`config.mk`:
```
export PLATFORM = sky130hd
export DESIGN_NAME = core_bus_master
export DESIGN_NICKNAME = d
export VERILOG_FILES = /design/src/rtl/core_bus_pkg.sv /design/src/rtl/core_bus_timeout.sv /design/src/rtl/core_bus_master.sv
export SDC_FILE = /design/constraint.sdc
export NUM_CORES = 1
export LEC_CHECK = 0
export BUFFER_PORTS_ARGS = -buffer_cell sky130_fd_sc_hd__buf_2
export CAP_MARGIN = 20
export CELL_PAD_IN_SITES_DETAIL_PLACEMENT = 0
export CELL_PAD_IN_SITES_GLOBAL_PLACEMENT = 2
export CORE_ASPECT_RATIO = 1.5
export CORE_MARGIN = 1.5
export CORE_UTILIZATION = 31
export DETAILED_ROUTE_END_ITERATION = 8
export GPL_TIMING_DRIVEN = 1
export PLACE_DENSITY_LB_ADDON = 0.3
export SLEW_MARGIN = 10
export SYNTH_ARGS = -nofsm -noshare
export SYNTH_HDL_FRONTEND = slang
export SYNTH_SLANG_ARGS = --single-unit
```
`constraint.sdc`:
```
create_clock -name clk -period 3.26 [get_ports clk]
set_input_delay 0 -clock clk [delete_from_list [all_inputs] [get_ports clk]]
set_output_delay 0 -clock clk [all_outputs]
set_load 0.1 [all_outputs]
```
`src/rtl/core_bus_pkg.sv`:
```
// Shared definitions for the core register bus initiator: FSM state encoding,
// default widths and the data word returned with error responses.
package core_bus_pkg;

  localparam int unsigned DEF_ADDR_WIDTH = 8;
  localparam int unsigned DATA_WIDTH     = 32;
  localparam int unsigned LEN_WIDTH      = 4;
  localparam int unsigned TIMER_WIDTH    = 8;

  localparam logic [DATA_WIDTH-1:0] RSP_ERR_DATA = 32'h0;
  localparam logic [DATA_WIDTH-1:0] WR_ACK_DATA  = 32'h0;

  typedef enum logic [2:0] {
    ST_IDLE   = 3'd0,
    ST_WDATA  = 3'd1,
    ST_ACCESS = 3'd2,
    ST_RSP    = 3'd3,
    ST_DRAIN  = 3'd4
  } state_t;

endpackage

```
`src/rtl/core_bus_timeout.sv`:
```
// Loadable down-counter used as the bus ready timeout.
//   clk, reset  : clock, asynchronous active-high reset
//   load        : reload count with load_value (held while not waiting on the bus)
//   load_value  : cycles-minus-one allowed before expiry
//   expired_c   : count has reached zero (combinational from the count register)
module core_bus_timeout
  import core_bus_pkg::*;
#(
  parameter int unsigned WIDTH = TIMER_WIDTH
) (
  input  logic             clk,
  input  logic             reset,
  input  logic             load,
  input  logic [WIDTH-1:0] load_value,
  output logic             expired_c
);

  logic [WIDTH-1:0] count;

  // Counts down while not loading and saturates at zero.
  always_ff @(posedge clk or posedge reset) begin
    if (reset) begin
      count <= '0;
    end else if (load) begin
      count <= load_value;
    end else if (count != '0) begin
      count <= count - WIDTH'(1);
    end
  end

  assign expired_c = (count == '0);

endmodule

```
`src/rtl/core_bus_master.sv`:
```
// Core register bus initiator: turns a command stream into single/burst
// register accesses and reports read data, write completion or timeout on a
// response stream.
//   cmd_*      : command stream (we, first address, beats-1)
//   wdata_*    : write word stream, one word per write beat
//   rsp_*      : response stream (data, last, err)
//   cs/we/address/write_data/read_data/ready : core register bus
module core_bus_master
  import core_bus_pkg::*;
#(
  parameter int unsigned ADDR_WIDTH = DEF_ADDR_WIDTH,
  parameter int unsigned TIMEOUT    = 255
) (
  input  logic                  clk,
  input  logic                  reset,
  input  logic                  cmd_valid,
  output logic                  cmd_ready,
  input  logic                  cmd_we,
  input  logic [ADDR_WIDTH-1:0] cmd_addr,
  input  logic [LEN_WIDTH-1:0]  cmd_len,
  input  logic                  wdata_valid,
  output logic                  wdata_ready,
  input  logic [DATA_WIDTH-1:0] wdata,
  output logic                  rsp_valid,
  input  logic                  rsp_ready,
  output logic [DATA_WIDTH-1:0] rsp_data,
  output logic                  rsp_last,
  output logic                  rsp_err,
  output logic                  cs,
  output logic                  we,
  output logic [ADDR_WIDTH-1:0] address,
  output logic [DATA_WIDTH-1:0] write_data,
  input  logic [DATA_WIDTH-1:0] read_data,
  input  logic                  ready
);

  state_t               state;
  logic [LEN_WIDTH-1:0] len;
  logic [LEN_WIDTH-1:0] beat;
  logic                 last_beat;
  logic                 expired_c;

  assign last_beat = (beat == len);

  // Timer is held at TIMEOUT-1 outside ACCESS, so it reads zero on the
  // TIMEOUT-th cycle of an access.
  core_bus_timeout #(
    .WIDTH (TIMER_WIDTH)
  ) u_timeout (
    .clk        (clk),
    .reset      (reset),
    .load       (state != ST_ACCESS),
    .load_value (TIMER_WIDTH'(TIMEOUT - 1)),
    .expired_c  (expired_c)
  );

  // Command sequencer; every output is a register updated on the transition.
  always_ff @(posedge clk or posedge reset) begin
    if (reset) begin
      state       <= ST_IDLE;
      cmd_ready   <= 1'b0;
      wdata_ready <= 1'b0;
      rsp_valid   <= 1'b0;
      rsp_data    <= '0;
      rsp_last    <= 1'b0;
      rsp_err     <= 1'b0;
      cs          <= 1'b0;
      we          <= 1'b0;
      address     <= '0;
      write_data  <= '0;
      len         <= '0;
      beat        <= '0;
    end else begin
      case (state)
        ST_IDLE: begin
          if (cmd_valid && cmd_ready) begin
            cmd_ready <= 1'b0;
            we        <= cmd_we;
            address   <= cmd_addr;
            len       <= cmd_len;
            beat      <= '0;
            if (cmd_we) begin
              wdata_ready <= 1'b1;
              state       <= ST_WDATA;
            end else begin
              cs    <= 1'b1;
              state <= ST_ACCESS;
            end
          end else begin
            cmd_ready <= 1'b1;
          end
        end

        ST_WDATA: begin
          if (wdata_valid && wdata_ready) begin
            wdata_ready <= 1'b0;
            write_data  <= wdata;
            cs          <= 1'b1;
            state       <= ST_ACCESS;
          end
        end

        ST_ACCESS: begin
          if (ready) begin
            cs <= 1'b0;
            if (!we) begin
              rsp_data  <= read_data;
              rsp_err   <= 1'b0;
              rsp_last  <= last_beat;
              rsp_valid <= 1'b1;
              state     <= ST_RSP;
            end else if (last_beat) begin
              rsp_data  <= WR_ACK_DATA;
              rsp_err   <= 1'b0;
              rsp_last  <= 1'b1;
              rsp_valid <= 1'b1;
              state     <= ST_RSP;
            end else begin
              beat        <= beat + LEN_WIDTH'(1);
              address     <= address + ADDR_WIDTH'(1);
              wdata_ready <= 1'b1;
              state       <= ST_WDATA;
            end
          end else if (expired_c) begin
            // Dead responder: end the command with a single error response.
            cs       <= 1'b0;
            rsp_data <= RSP_ERR_DATA;
            rsp_err  <= 1'b1;
            rsp_last <= 1'b1;
            if (we && !last_beat) begin
              wdata_ready <= 1'b1;
              state       <= ST_DRAIN;
            end else begin
              rsp_valid <= 1'b1;
              state     <= ST_RSP;
            end
          end
        end

        ST_RSP: begin
          if (rsp_valid && rsp_ready) begin
            rsp_valid <= 1'b0;
            if (rsp_last) begin
              we        <= 1'b0;
              cmd_ready <= 1'b1;
              state     <= ST_IDLE;
            end else begin
              beat    <= beat + LEN_WIDTH'(1);
              address <= address + ADDR_WIDTH'(1);
              cs      <= 1'b1;
              state   <= ST_ACCESS;
            end
          end
        end

        ST_DRAIN: begin
          // Discard the words of the aborted beats so the write stream stays
          // aligned with the next command.
          if (wdata_valid && wdata_ready) begin
            beat <= beat + LEN_WIDTH'(1);
            if ((beat + LEN_WIDTH'(1)) == len) begin
              wdata_ready <= 1'b0;
              rsp_valid   <= 1'b1;
              state       <= ST_RSP;
            end
          end
        end

        default: begin
          cs    <= 1'b0;
          state <= ST_IDLE;
        end
      endcase
    end
  end

endmodule

```
==> impl_metrics.env <==
export IMPL_cts_inserted_buffers=9
export IMPL_drive_above_1_share=0.388
export IMPL_antenna_found_initial=0
export IMPL_drv_cap=0
export IMPL_drc=0
export IMPL_htreeDepth=3
export IMPL_n_fill_cell=1298
export IMPL_netlist_area_sq_um=4440
export IMPL_min_from="cmd_addr[2]"
export IMPL_gp_congestion=0.846
export IMPL_crit_type="register to register"
export IMPL_root_buffer="clkbuf_16"
export IMPL_drtPass1Iterations=4
export IMPL_hpwl_microns=9370
export IMPL_placed_cells=719
export IMPL_path_depth=6
export IMPL_fin_cells=811
export IMPL_initial_utilization=0.317
export IMPL_synth_edf_count=0
export IMPL_post_route_period_util=0.713
export IMPL_post_place_ws_ns=1.03
export IMPL_syn_inst=376
export IMPL_nets=700
export IMPL_ioPinCount=162
export IMPL_rsz0062_at_grt="no"
export IMPL_final_common_cell="buf_2"
export IMPL_fin_crit_ns=2.33
export IMPL_core_area_sq_um=14000
export IMPL_cts_sinks=98
export IMPL_wl_microns=13100
export IMPL_regArea_sq_um=2450
export IMPL_grt_pass1_vias=4145
export IMPL_cp_arrival_ns=2.60
export IMPL_cp_slowest_cell="nor3_1"
export IMPL_wl_per_cell_microns=16.1
export IMPL_drv_slew=0
export IMPL_clockBufferDepth=2
export IMPL_multi_input_area_sq_um=1860
export IMPL_cts_tree="built"
export IMPL_mostFrequentLayoutCells="buf_2 (161), dfrtp_1 (98), dlygate4sd3_1 (76)"
export IMPL_outcome="completed"
export IMPL_grt_pass1_wl_microns=21000
export IMPL_num_rows=53
export IMPL_max_slew_margin=0.436
export IMPL_crit_chain="buf_4 -> nand3_1 -> a21oi_1 -> nor3_1 -> and2_1 -> a2bb2oi_1"
export IMPL_clk_latency_ns=0.35
export IMPL_synth_ff_type="dfrtp_1"
export IMPL_dieArea_sq_um=15100
export IMPL_chipWidth_microns=101
export IMPL_synth_distinct_cells=60
export IMPL_worst_clock_skew_ns=0.0111
export IMPL_finalHoldViolCount=0
export IMPL_clk_pin_slew_worst_paths_ns=0.08
export IMPL_cp_buffers_inverters=1
export IMPL_synth_fp_nets=462
export IMPL_area_delta_synth_final_pct=47.8
export IMPL_cp_end_kind="register"
export IMPL_vias=3968
export IMPL_overflow=0
export IMPL_r2r_start="state[0]$_DFFE_PP0P_"
export IMPL_die_y_microns=150
export IMPL_postCtsSetupBuffers=0
export IMPL_async_flop_share=1.00
export IMPL_drtAntennaViolNets=0
export IMPL_synth_seq_area_share=0.552
export IMPL_max_freq_ghz=0.430
export IMPL_num_antenna_cells=0
export IMPL_worst_path_largest_cell_delay_ns=0.68
export IMPL_via_per_inst=4.89
export IMPL_holdPathStages=3
export IMPL_setup_viol=0
export IMPL_crit_required_ns=3.54
export IMPL_reg2regPathDepth=6
export IMPL_drtIter0Drc=130
export IMPL_fin_ws_ns=0.934
export IMPL_path_delay_family="simple AND/OR/NAND/NOR gates"
export IMPL_crit_start="state[0]$_DFFE_PP0P_"
export IMPL_finalSetupTns_ns=0
export IMPL_grt_use_total=0.177
export IMPL_syn_avg_cell_area_sq_um=11.8
export IMPL_ys_seq_elements=98
export IMPL_worstPathMaxFanout=10
export IMPL_grt_max_degree=48
export IMPL_tightest_slew_ns=0.840
export IMPL_min_path_type="input pin to register"
export IMPL_port_buffers=161
export IMPL_yosysWarnings=0
export IMPL_critPathLaunchType="register"
-- sequential cells by signal (all words and copies together) (netlist names) --
signal	flops
len	4
rsp_data	32
wdata_ready	1
rsp_valid	1
write_data	32
we	1
cs	1
rsp_last	1
rsp_err	1
cmd_ready	1
beat	4
state	3
u_timeout.count	8
address	8
-- synthesized netlist by cell type, drive strengths merged, types with 2 or more instances --
cell,n,share of area
inv,8,0.0068
nand3,16,0.018
mux2,39,0.099
nand4,3,0.0042
a31oi,8,0.014
or3,3,0.0042
nand2b,3,0.0042
nor2,12,0.010
clkbuf,10,0.0085
a211oi,3,0.0051
xor2,5,0.0099
and3,2,0.0028
o31ai,3,0.0062
nor4b,2,0.0039
o41ai,2,0.0039
a2bb2oi,2,0.0054
xnor2,6,0.012
a21oi,20,0.025
o21ai,21,0.024
ha,3,0.0085
or4,3,0.0059
a22o,34,0.067
nand2,21,0.018
a211o,3,0.0059
dfrtp,98,0.55
o22ai,2,0.0028
nor4,4,0.0090
nor2b,3,0.0042
nor3,6,0.0079
buf,12,0.016
and2,2,0.0028
-- cells by family (layout without fill, tap and decap cells) --
kind of cell	count (synthesis)	count (layout)	share of synthesized area
buffers and inverters	30	273	0.0313
AOI/OAI and AO/OA	112	112	0.187
muxes	40	40	0.101
adders and majority gates	3	3	0.00846
xor gates and xnor gates	11	11	0.0217
DFF	98	98	0.552
and+or+nand+nor	82	82	0.0984
-- final timing paths --
kind | to | slack (ns)
max | address[0]$_DFFE_PP0P_ | 0.93
min | address[2]$_DFFE_PP0P_ | 0.0006
max reg2reg | address[0]$_DFFE_PP0P_ | 0.93
min reg2reg | write_data[27]$_DFFE_PP0P_ | 0.49
max in group asynchronous | u_timeout.count[4]$_DFFE_PP0P_ | 2.16
min in group asynchronous | write_data[7]$_DFFE_PP0P_ | 0.28
-- worst min-delay path, stage by stage --
cell and delay (ns):
buf_2 0.08, o21ai_0 0.10, a2bb2oi_2 0.14
-- repair_timing --
action | 4_1_cts | 5_1_grt
gates resized for setup | 0 | 0
hold endpoints to repair | 120 | 0
hold buffers | 76 | 0
setup endpoints to repair | 0 | 0
-- area by class of cell --
| class | count | share of cell area |
|---|---|---|
| flip-flops and latches | 98 | 0.374 |
| multi-input cells | 248 | 0.283 |
| repair buffers | 249 | 0.253 |
| well taps | 192 | 0.0366 |
| clock buffers | 9 | 0.0343 |
| clock inverters | 7 | 0.0147 |
| inverters | 8 | 0.00496 |
-- per-layer routing --
| metal | global-route usage | up-vias | part of all wire |
|---|---|---|---|
| met5 | 0 | - | 0 |
| met4 | 0.0768 | 0 | 0.025 |
| met3 | 0.0322 | 23 | 0.044 |
| met2 | 0.307 | 130 | 0.51 |
| met1 | 0.213 | 1934 | 0.42 |
| li1 | - | 1881 | - |
-- through the flow --
step | util | instance area [sq um] | hold WS (ns)
final | 0.469 | 6560 | 0.000559
after global routing | 0.469 | 6560 | 0.0172
after detailed placement | 0.391 | 5480 | 0.133
after global placement | 0.391 | 5480 | 0.130
after floorplan | - | 4440 | 0.132
after CTS | 0.469 | 6560 | 0.00324
Power is left out: the tool's default activity adds up to more than one toggle a clock period on the data nets, which glitch-free logic cannot reach.
